### config.mk
export PLATFORM = sky130hd
export DESIGN_NAME = parc_core_fetch_queue
export DESIGN_NICKNAME = d
export VERILOG_FILES = /design/src/rtl/parc_core_fetch_queue.sv
export SDC_FILE = /design/constraint.sdc
export NUM_CORES = 1
export LEC_CHECK = 0
export ABC_AREA = 0
export CORE_MARGIN = 1
export CORE_UTILIZATION = 56
export DETAILED_ROUTE_END_ITERATION = 7
export GPL_TIMING_DRIVEN = 0
export PLACE_DENSITY = 0.85
export SETUP_SLACK_MARGIN = 0.5
export SLEW_MARGIN = 20
export SYNTH_ARGS = -nofsm -noshare
export SYNTH_HDL_FRONTEND = slang
export SYNTH_SLANG_ARGS = --single-unit
export TNS_END_PERCENT = 100
### constraint.sdc
create_clock -name clk -period 14.4 [get_ports clk]
set_input_delay 2.16 -clock clk [delete_from_list [all_inputs] [get_ports clk]]
set_output_delay 2.16 -clock clk [all_outputs]
set_load 0.02 [all_outputs]
### src/rtl/parc_core_fetch_queue.sv
// PARCv2 fetch front end: owns the fetch PC, tracks in-flight imem requests
// with an epoch tag and buffers surviving instructions for Decode.
module parc_core_fetch_queue #(
  parameter int unsigned DEPTH        = 2,
  parameter logic [31:0] RESET_VECTOR = 32'h00080000
) (
  input  logic        clk,
  input  logic        reset,
  input  logic        pc_redirect_val,
  input  logic [31:0] pc_redirect_addr,
  output logic        imemreq_val,
  input  logic        imemreq_rdy,
  output logic [31:0] imemreq_msg_addr,
  input  logic        imemresp_val,
  input  logic [31:0] imemresp_msg_data,
  output logic        inst_val_Dhl,
  input  logic        inst_rdy_Dhl,
  output logic [31:0] inst_Dhl,
  output logic [31:0] pc_Dhl,
  output logic [31:0] pc_plus4_Dhl
);

  localparam int unsigned AW = $clog2(DEPTH);

  typedef logic [AW-1:0] ptr_t;
  typedef logic [AW:0]   cnt_t;

  logic [31:0] pc_Fhl;
  logic        epoch;

  logic [31:0] fl_addr  [DEPTH];
  logic        fl_epoch [DEPTH];
  ptr_t        fl_wr;
  ptr_t        fl_rd;
  cnt_t        fl_cnt;

  logic [31:0] bf_inst [DEPTH];
  logic [31:0] bf_pc   [DEPTH];
  ptr_t        bf_wr;
  ptr_t        bf_rd;
  cnt_t        bf_cnt;

  logic        deq;
  logic        epoch_n;
  logic        fire;
  logic        resp;
  logic        keep;
  ptr_t        bf_widx;
  cnt_t        buf_used;
  cnt_t        used;

  assign deq     = inst_val_Dhl & inst_rdy_Dhl;
  assign epoch_n = epoch ^ pc_redirect_val;

  // A redirect flushes the buffer, so its entries stop holding credits.
  always_comb begin
    buf_used = pc_redirect_val ? '0 : bf_cnt - cnt_t'(deq);
    used     = fl_cnt + buf_used;
  end

  assign imemreq_val      = reset & (used < cnt_t'(DEPTH));
  assign imemreq_msg_addr = pc_redirect_val ? pc_redirect_addr : pc_Fhl;
  assign fire             = imemreq_val & imemreq_rdy;

  assign resp    = imemresp_val & (fl_cnt != '0);
  assign keep    = resp & (fl_epoch[fl_rd] == epoch_n);
  assign bf_widx = pc_redirect_val ? '0 : bf_wr;

  always_ff @(posedge clk or negedge reset) begin
    if (!reset) begin
      pc_Fhl <= RESET_VECTOR;
      epoch  <= 1'b0;
    end else begin
      epoch <= epoch_n;
      if (fire)
        pc_Fhl <= imemreq_msg_addr + 32'd4;
      else if (pc_redirect_val)
        pc_Fhl <= pc_redirect_addr;
    end
  end

  always_ff @(posedge clk or negedge reset) begin
    if (!reset) begin
      fl_wr  <= '0;
      fl_rd  <= '0;
      fl_cnt <= '0;
    end else begin
      fl_wr  <= fl_wr + ptr_t'(fire);
      fl_rd  <= fl_rd + ptr_t'(resp);
      fl_cnt <= fl_cnt + cnt_t'(fire) - cnt_t'(resp);
    end
  end

  always_ff @(posedge clk or negedge reset) begin
    if (!reset) begin
      bf_wr  <= '0;
      bf_rd  <= '0;
      bf_cnt <= '0;
    end else if (pc_redirect_val) begin
      bf_wr  <= ptr_t'(keep);
      bf_rd  <= '0;
      bf_cnt <= cnt_t'(keep);
    end else begin
      bf_wr  <= bf_wr + ptr_t'(keep);
      bf_rd  <= bf_rd + ptr_t'(deq);
      bf_cnt <= bf_cnt + cnt_t'(keep) - cnt_t'(deq);
    end
  end

  // Storage only; validity is carried by the counters above.
  always_ff @(posedge clk) begin
    if (fire) begin
      fl_addr[fl_wr]  <= imemreq_msg_addr;
      fl_epoch[fl_wr] <= epoch_n;
    end
    if (keep) begin
      bf_inst[bf_widx] <= imemresp_msg_data;
      bf_pc[bf_widx]   <= fl_addr[fl_rd];
    end
  end

  assign inst_val_Dhl = bf_cnt != '0;
  assign inst_Dhl     = inst_val_Dhl ? bf_inst[bf_rd] : '0;
  assign pc_Dhl       = inst_val_Dhl ? bf_pc[bf_rd] : '0;
  assign pc_plus4_Dhl = inst_val_Dhl ? bf_pc[bf_rd] + 32'd4 : '0;

endmodule

==> metrics.md, run 1 <==
| Metric | Value |
|---|---|
| Mean number of vias per cell | `5.60` |
| Diodes inserted | `0` |
| Area growth from synthesis to layout | `30.7%` |
| DRC Markers | `21` |
| CTS buffer count | `23` |
| Ys Warns | `0` |
| Nets | `1075` |
| Status | `finished with violations` |
| Post-synth design cell area | `10500 um2` |
| GP Congestion | `0.868` |
| H-Tree Depth | `1` |
| GRT Resource Usage Total | `0.252` |
| First-pass GRT wire length | `37.8 mm` |
| Vias in the first global route | `7036` |
| Leak | `4.85 nW` |
| Setup crit start kind | `input pin` |
| Post-DP Area | `13000 um2` |
| CP arrival | `5.06 ns` |
| Post-CTS Setup Inserts | `0` |
| Die width | `139 um` |
| Via count | `6972` |
| Power Dens Cells | `172 nW/um2` |
| Starting DRT DRC Count | `519` |
| Final WL | `23.9 mm` |
| CTS tree | `built` |
| Final Max Slew Viols | `0` |
| Ports | `200` |
| Cell variety after synth | `55` |
| Slew Limit Headroom | `0.454` |
| Min cycle time layout | `7.22 ns` |
| Finished Core Util | `0.756` |
| Die ar. | `19400 um2` |
| Slew @ Worst Pin | `0.816 ns` |
| RSZ-0062 raised after global routing | `no` |
| Antenna violation net count after detailed routing | `0` |
| Worst setup EP type | `primary output` |
| Worst clock skew | `0.0156 ns` |
| Failing checks | `DRC` |
| Max-cap viol count | `0` |
| VDD IR max | `93.6 uV` |
| Root Buffer Master | `clkbuf_16` |
| Crit-path max FO | `10` |
| Sequential area share after synthesis | `0.650` |
| Pin count of the biggest net entering global routing | `53` |
| CTS hold repair buffers | `0` |
| Fin area | `13800 um2` |
| Non-Filler Instances | `1244` |
| DPL Wire Length | `17.3 mm` |
| Post-synth EDFFs | `194` |
| Wirelength per Cell | `19.2 um` |
| Period utilisation layout | `0.502` |
| Ys async rst share | `0.174` |
| Initial core utilization | `0.579` |
| Worst-case clock buffer depth | `3` |
| Clk_lat worst skew | `0.51 ns` |
| Core footprint | `18200 um2` |
| Final-report hold violation count | `0` |
| Syn_nets | `840` |
| Fraction of layout cells with a size suffix above 1 | `0.147` |
| Kind of critical path | `in2out` |
| Grt ovf | `0` |
| FMAX | `138 MHz` |
| PortBufs | `199` |
| Clock-pin slew on the worst setup and hold paths | `0.06 ns` |
| Post-CTS Resized | `0` |
| Synth Flop Type | `edfxtp_1` |
| First-pass DRT Iterations | `8` |
| Final setup fails | `0` |
| Setup TNS | `0 ns` |
| Placed cell count | `1202` |
| Syn Inst Count | `763` |
| Initial antenna violation count | `0` |
| Hold Path Class | `reg2reg` |
| FP Rows | `49` |
| Die H | `139 um` |
| Clock sink count | `235` |
| CP Data Required Time | `12.24 ns` |
| Overall Power | `2.37 mW` |
| Avg Inst Size Synth | `13.8 um2` |
| Post-synthesis register bit count | `235` |
metal layers:
metal  up-vias  GRT usage  share of wire
li1       3252          -              -
met1      3348      0.331           0.41
met2       325      0.435           0.49
met3        47     0.0425          0.077
met4         0     0.0708          0.022
met5         -          0              0
critical path, cell delays in order:
cell             delay [ns]
clkdlybuf4s50_1        0.64
buf_6                  0.21
buf_4                  0.21
buf_4                  0.25
buf_2                  0.31
buf_2                  0.33
mux2_2                 0.41
clkdlybuf4s50_1        0.55
power by group:
part	internal, mW	switching, mW	total (mW)
registers	0.890	0.0400	0.930
logic	0.350	0.477	0.827
clock network	0.363	0.250	0.612
total	1.60	0.767	2.37
kinds of logic after synthesis:
kind of cell,count (synthesis),share of synthesized area
multiplexers,124,0.124
AND/OR/NAND/NOR,236,0.115
adder cells (fa/ha/maj),7,0.00831
XOR/XNOR,58,0.0482
buffers and inverters,59,0.0266
AO/OA/AOI/OAI,44,0.0273
flip-flops,235,0.650
state kept, by name, indices dropped and copies added (netlist names):
register  flops
pc_Fhl       32
bf_wr         1
bf_rd         1
fl_rd         1
bf_pc        64
fl_cnt        2
bf_inst      64
fl_wr         1
fl_epoch      2
epoch         1
fl_addr      64
bf_cnt        2
through the flow:
stage,setup slack (ns),hold WS [ns]
CTS,7.18,0.530
detailed placement,7.17,0.504
floorplan,6.43,0.469
global placement,3.19,0.486
finish,7.18,0.519
global route,7.10,0.555
cells in the mapped netlist, drive strengths merged, types with 2 or more instances:
cell type | n | area share
edfxtp | 194 | 0.55
nor2 | 102 | 0.036
mux2i | 69 | 0.066
mux2 | 55 | 0.059
dfrtp | 40 | 0.095
xnor2 | 35 | 0.029
nand2 | 34 | 0.012
inv | 24 | 0.0085
xor2 | 23 | 0.019
buf | 22 | 0.013
nand3 | 22 | 0.010
nor3 | 16 | 0.010
a21oi | 15 | 0.0075
clkbuf | 13 | 0.0046
nand4 | 11 | 0.0080
nand4b | 8 | 0.0072
o21ai | 8 | 0.0038
ha | 7 | 0.0083
nand3b | 7 | 0.0050
nor2b | 7 | 0.0042
and2 | 6 | 0.0037
nand2b | 6 | 0.0036
nor4 | 5 | 0.0047
a21boi | 3 | 0.0021
a31oi | 3 | 0.0018
a32o | 3 | 0.0028
nor3b | 3 | 0.0021
a32oi | 2 | 0.0017
and4 | 2 | 0.0017
o22ai | 2 | 0.0012
o31ai | 2 | 0.0014
cell type report:
type	count	area (um2)
inverters	24	90.1
well taps	229	287
multi-input cells	469	3420
plain buffers	35	190
fillers	1130	4440
clock inverters	12	119
clock buffers	30	664
repair buffers	210	2150
flip-flops and latches	235	6850
worst paths after layout:
check	start	end	slack, ns	cells after the start
max	pc_redirect_val	imemreq_msg_addr[1]	7.18	8
min	epoch	epoch	0.52	1
max reg2reg	bf_cnt[1]	fl_cnt[1]	11.74	10
min reg2reg	epoch	epoch	0.52	1
max in group asynchronous	reset	bf_cnt[1]	12.13	2
min in group asynchronous	reset	pc_Fhl[23]	1.71	1
layout by cell type (no fill, tap or decap), types with 14 or more instances in the layout:
cell type / count
clkdlybuf4s50_1: 198
edfxtp_1: 194
nor2_1: 102
mux2i_1: 69
mux2_2: 55
dfrtp_1: 40
xnor2_1: 35
nand2_1: 34
clkbuf_16: 25
xor2_1: 23
nand3_1: 22
inv_1: 21
clkbuf_1: 16
a21oi_1: 14
Power figures use the tool's default switching activity.
==> run 2, diff against run 1 <==
--- a/config.mk
+++ b/config.mk
@@ -7,10 +7,10 @@
 export LEC_CHECK = 0
 export ABC_AREA = 0
 export CORE_MARGIN = 1
-export CORE_UTILIZATION = 56
+export CORE_UTILIZATION = 47
 export DETAILED_ROUTE_END_ITERATION = 7
 export GPL_TIMING_DRIVEN = 0
-export PLACE_DENSITY = 0.85
+export PLACE_DENSITY = 0.76
 export SETUP_SLACK_MARGIN = 0.5
 export SLEW_MARGIN = 20
 export SYNTH_ARGS = -nofsm -noshare
==> constraint.sdc (replaced) <==
create_clock -name clk -period 5.8 [get_ports clk]
set_input_delay 0.87 -clock clk [delete_from_list [all_inputs] [get_ports clk]]
set_output_delay 0.87 -clock clk [all_outputs]
set_load 0.02 [all_outputs]
==> run 2 against run 1 <==
  * The run now ends clean
  * First-iteration DRC count decreased by 29%
  * Non-clock buffer count decreased by 2
  * Worst hold slack got worse by 0.13 ns
  * Count of clock-buffer cells in the layout increased by 2
  * Core utilization decreased by 12 points
  * Total power increased by 150%
  * Combinational power increased by 150%
  * Routed wire length decreased by 1.3%
  * Sequential cell count unchanged
  * Sequential power increased by 150%
  * Register-to-register slack got worse by 8.6 ns
  * Clock power increased by 140%
  * Largest cell class unchanged
==> metrics.md, run 2 (synthesis results as in run 1) <==
| Metric | Value |
|---|---|
| Slew Limit Headroom | `0.425 (was 0.454)` |
| Max-cap viol count | `0 (unchanged)` |
| Setup TNS | `0 ns (unchanged)` |
| Crit-path max FO | `10 (unchanged)` |
| VDD IR max | `181 uV (was 93.6 uV)` |
| CP cell instances | `buf_4 -> buf_4 -> buf_4 -> buf_2 -> mux2_2 -> ha_1 -> a21boi_2 -> nand3_1 -> or4_1 -> o31ai_1 -> clkdlybuf4s50_1 (was clkdlybuf4s50_1 -> buf_6 -> buf_4 -> buf_4 -> buf_2 -> buf_2 -> mux2_2 -> clkdlybuf4s50_1)` |
| Fraction of layout cells with a size suffix above 1 | `0.144 (was 0.147)` |
| Power Dens Cells | `420 nW/um2 (was 172 nW/um2)` |
| Starting DRT DRC Count | `369 (was 519)` |
| Regs by FF count | `bf_inst (64), bf_pc (64), fl_addr (64) (unchanged)` |
| Ports | `200 (unchanged)` |
| CTS tree | `built (unchanged)` |
| Initial core utilization | `0.481 (was 0.579)` |
| FP Rows | `54 (was 49)` |
| Final WL | `23.6 mm (was 23.9 mm)` |
| Antenna violation net count after detailed routing | `0 (unchanged)` |
| Worst path slowest cell | `clkdlybuf4s50_1 (unchanged)` |
| Wirelength per Cell | `18.3 um (was 19.2 um)` |
| Final setup fails | `0 (unchanged)` |
| RSZ-0062 raised after global routing | `no (unchanged)` |
| Met3 Track Usage GR | `0.0317 (was 0.0425)` |
| Fin area | `13800 um2 (about the same)` |
| PortBufs | `199 (unchanged)` |
| Period utilisation layout | `0.853` |
| CP Data Required Time | `4.93 ns (was 12.24 ns)` |
| Global routing met1 resource utilization | `0.275 (was 0.331)` |
| Worst path max stage delay | `0.66 ns (was 0.64 ns)` |
| Initial antenna violation count | `0 (unchanged)` |
| Post-CTS Setup Inserts | `0 (unchanged)` |
| Post-DP Area | `13100 um2 (was 13000 um2)` |
| Most used cell, CP | `buf_4` |
| Pin count of the biggest net entering global routing | `39 (was 53)` |
| Most common cell after layout, fill and taps aside | `clkdlybuf4s50_1 (unchanged)` |
| H-Tree Depth | `1 (unchanged)` |
| Grt met2 use | `0.336 (was 0.435)` |
| Most frequent cells in the layout | `198 x clkdlybuf4s50_1, 194 x edfxtp_1, 102 x nor2_1 (unchanged)` |
| Min cycle time layout | `4.95 ns` |
| Slew @ Worst Pin | `0.859 ns (was 0.816 ns)` |
| GP Congestion | `0.865 (was 0.868)` |
| Worst clock skew | `0.0151 ns (was 0.0156 ns)` |
| Via count | `6789 (was 6972)` |
| Clock-pin slew on the worst setup and hold paths | `0.06 ns (about the same)` |
| DRC Markers | `0 (was 21)` |
| First-pass DRT Iterations | `5 (was 8)` |
| GRT Resource Usage Total | `0.204 (was 0.252)` |
| Clk_lat worst skew | `0.51 ns (about the same)` |
| Filler cells | `1663 (was 1130)` |
| CP arrival | `4.08 ns (was 5.06 ns)` |
| Final-report hold violation count | `0 (unchanged)` |
| Mean number of vias per cell | `5.25 (was 5.60)` |
| Leak | `4.83 nW (was 4.85 nW)` |
| Root Buffer Master | `clkbuf_16 (unchanged)` |
| FMAX | `202 MHz` |
| Worst-case clock buffer depth | `3 (unchanged)` |
| Overall Power | `5.81 mW (was 2.37 mW)` |
| Area growth from synthesis to layout | `31.3% (was 30.7%)` |
| CTS buffer count | `24 (was 23)` |
| Worst setup EP type | `primary output (unchanged)` |
| Kind of critical path | `reg2out (was in2out)` |
| DPL Wire Length | `17.3 mm (about the same)` |
| Setup crit start kind | `flip-flop (was input pin)` |
| Die ar. | `23000 um2 (was 19400 um2)` |
| Vias in the first global route | `6788 (was 7036)` |
| Die H | `152 um (was 139 um)` |
| Most crowded layer after global routing | `met2 (unchanged)` |
| Core footprint | `21900 um2 (was 18200 um2)` |
| Clock sink count | `235 (unchanged)` |
| Die width | `152 um (was 139 um)` |
| Status | `finished, final reports clean (was finished with violations)` |
| Final Max Slew Viols | `0 (unchanged)` |
| Diodes inserted | `0 (unchanged)` |
| Hold Path Class | `in2async (was reg2reg)` |
| Grt ovf | `0 (unchanged)` |
| Nets | `1074 (was 1075)` |
| First-pass GRT wire length | `35.9 mm (was 37.8 mm)` |
[run 2: changes by cell type in the layout (fill, tap and decap cells not counted), moves of 2 or more]
| cell | before | now |
|---|---|---|
| clkinv_2 | 6 | 4 |
| buf_4 | 13 | 8 |
| clkbuf_1 | 16 | 18 |
| buf_8 | 0 | 3 |
| clkinvlp_4 | 1 | 3 |
[run 2: worst max-delay path, delay by kind of cell, from the launching register on]
family          cells  cell delay, ns
fa+ha+maj           1            0.23
compound gates      2            0.53
simple gates        2            0.69
flops               1            0.33
buf+inv             5            1.56
mux                 1            0.23
[run 2: area by class of cell]
type / count / area, um2 / share of cell area
multi-input combinational: 469 / 3430 / 0.248
buffer: 35 / 191 / 0.0138
sequential: 235 / 6850 / 0.495
inverter: 24 / 90.1 / 0.00651
tap: 280 / 350 / 0.0253
timing repair buffer: 208 / 2170 / 0.157
clock inverter: 10 / 85.1 / 0.00615
clock buffer: 32 / 662 / 0.0479
[run 2: where the power goes]
part / total, mW / internal, mW / switching (mW)
logic: 2.04 / 0.869 / 1.17
registers: 2.30 / 2.21 / 0.0944
clock network: 1.46 / 0.846 / 0.616
total: 5.81 / 3.92 / 1.88
[run 2: final timing paths]
kind | from | to | slack, ns | cells past startpoint
setup / recovery | bf_rd | pc_plus4_Dhl[28] | 0.85 | 11
hold / removal | reset | pc_Fhl[26] | 0.38 | 1
max in group asynchronous | reset | pc_Fhl[1] | 4.88 | 2
min in group clk | epoch | epoch | 0.51 | 1
setup reg to reg | bf_cnt[1] | fl_cnt[1] | 3.16 | 10
hold reg to reg | epoch | epoch | 0.51 | 1
[run 2: timing repair]
| item | in CTS | in global routing |
|---|---|---|
| hold buffers | 0 | 0 |
| setup endpoints to repair | 0 | 9 |
| gates resized for setup | 0 | 4 |
[run 2: through the flow]
stage | utilization | hold WS, ns | instances | setup WS (ns)
after global routing | 0.632 | 0.402 | 1293 | 0.632
after detailed placement | 0.598 | 0.496 | 1251 | 1.08
after floorplan | - | 0.469 | 763 | 1.10
after CTS | 0.632 | 0.386 | 1293 | 0.529
after global placement | 0.589 | 0.483 | 1242 | -1.25
final | 0.632 | 0.385 | 1293 | 0.855
[run 2: layer usage]
metal  up-vias  share of wire
li1       3244              -
met1      3261           0.44
met2       241           0.47
met3        43          0.066
met4         0          0.025
met5         -              0
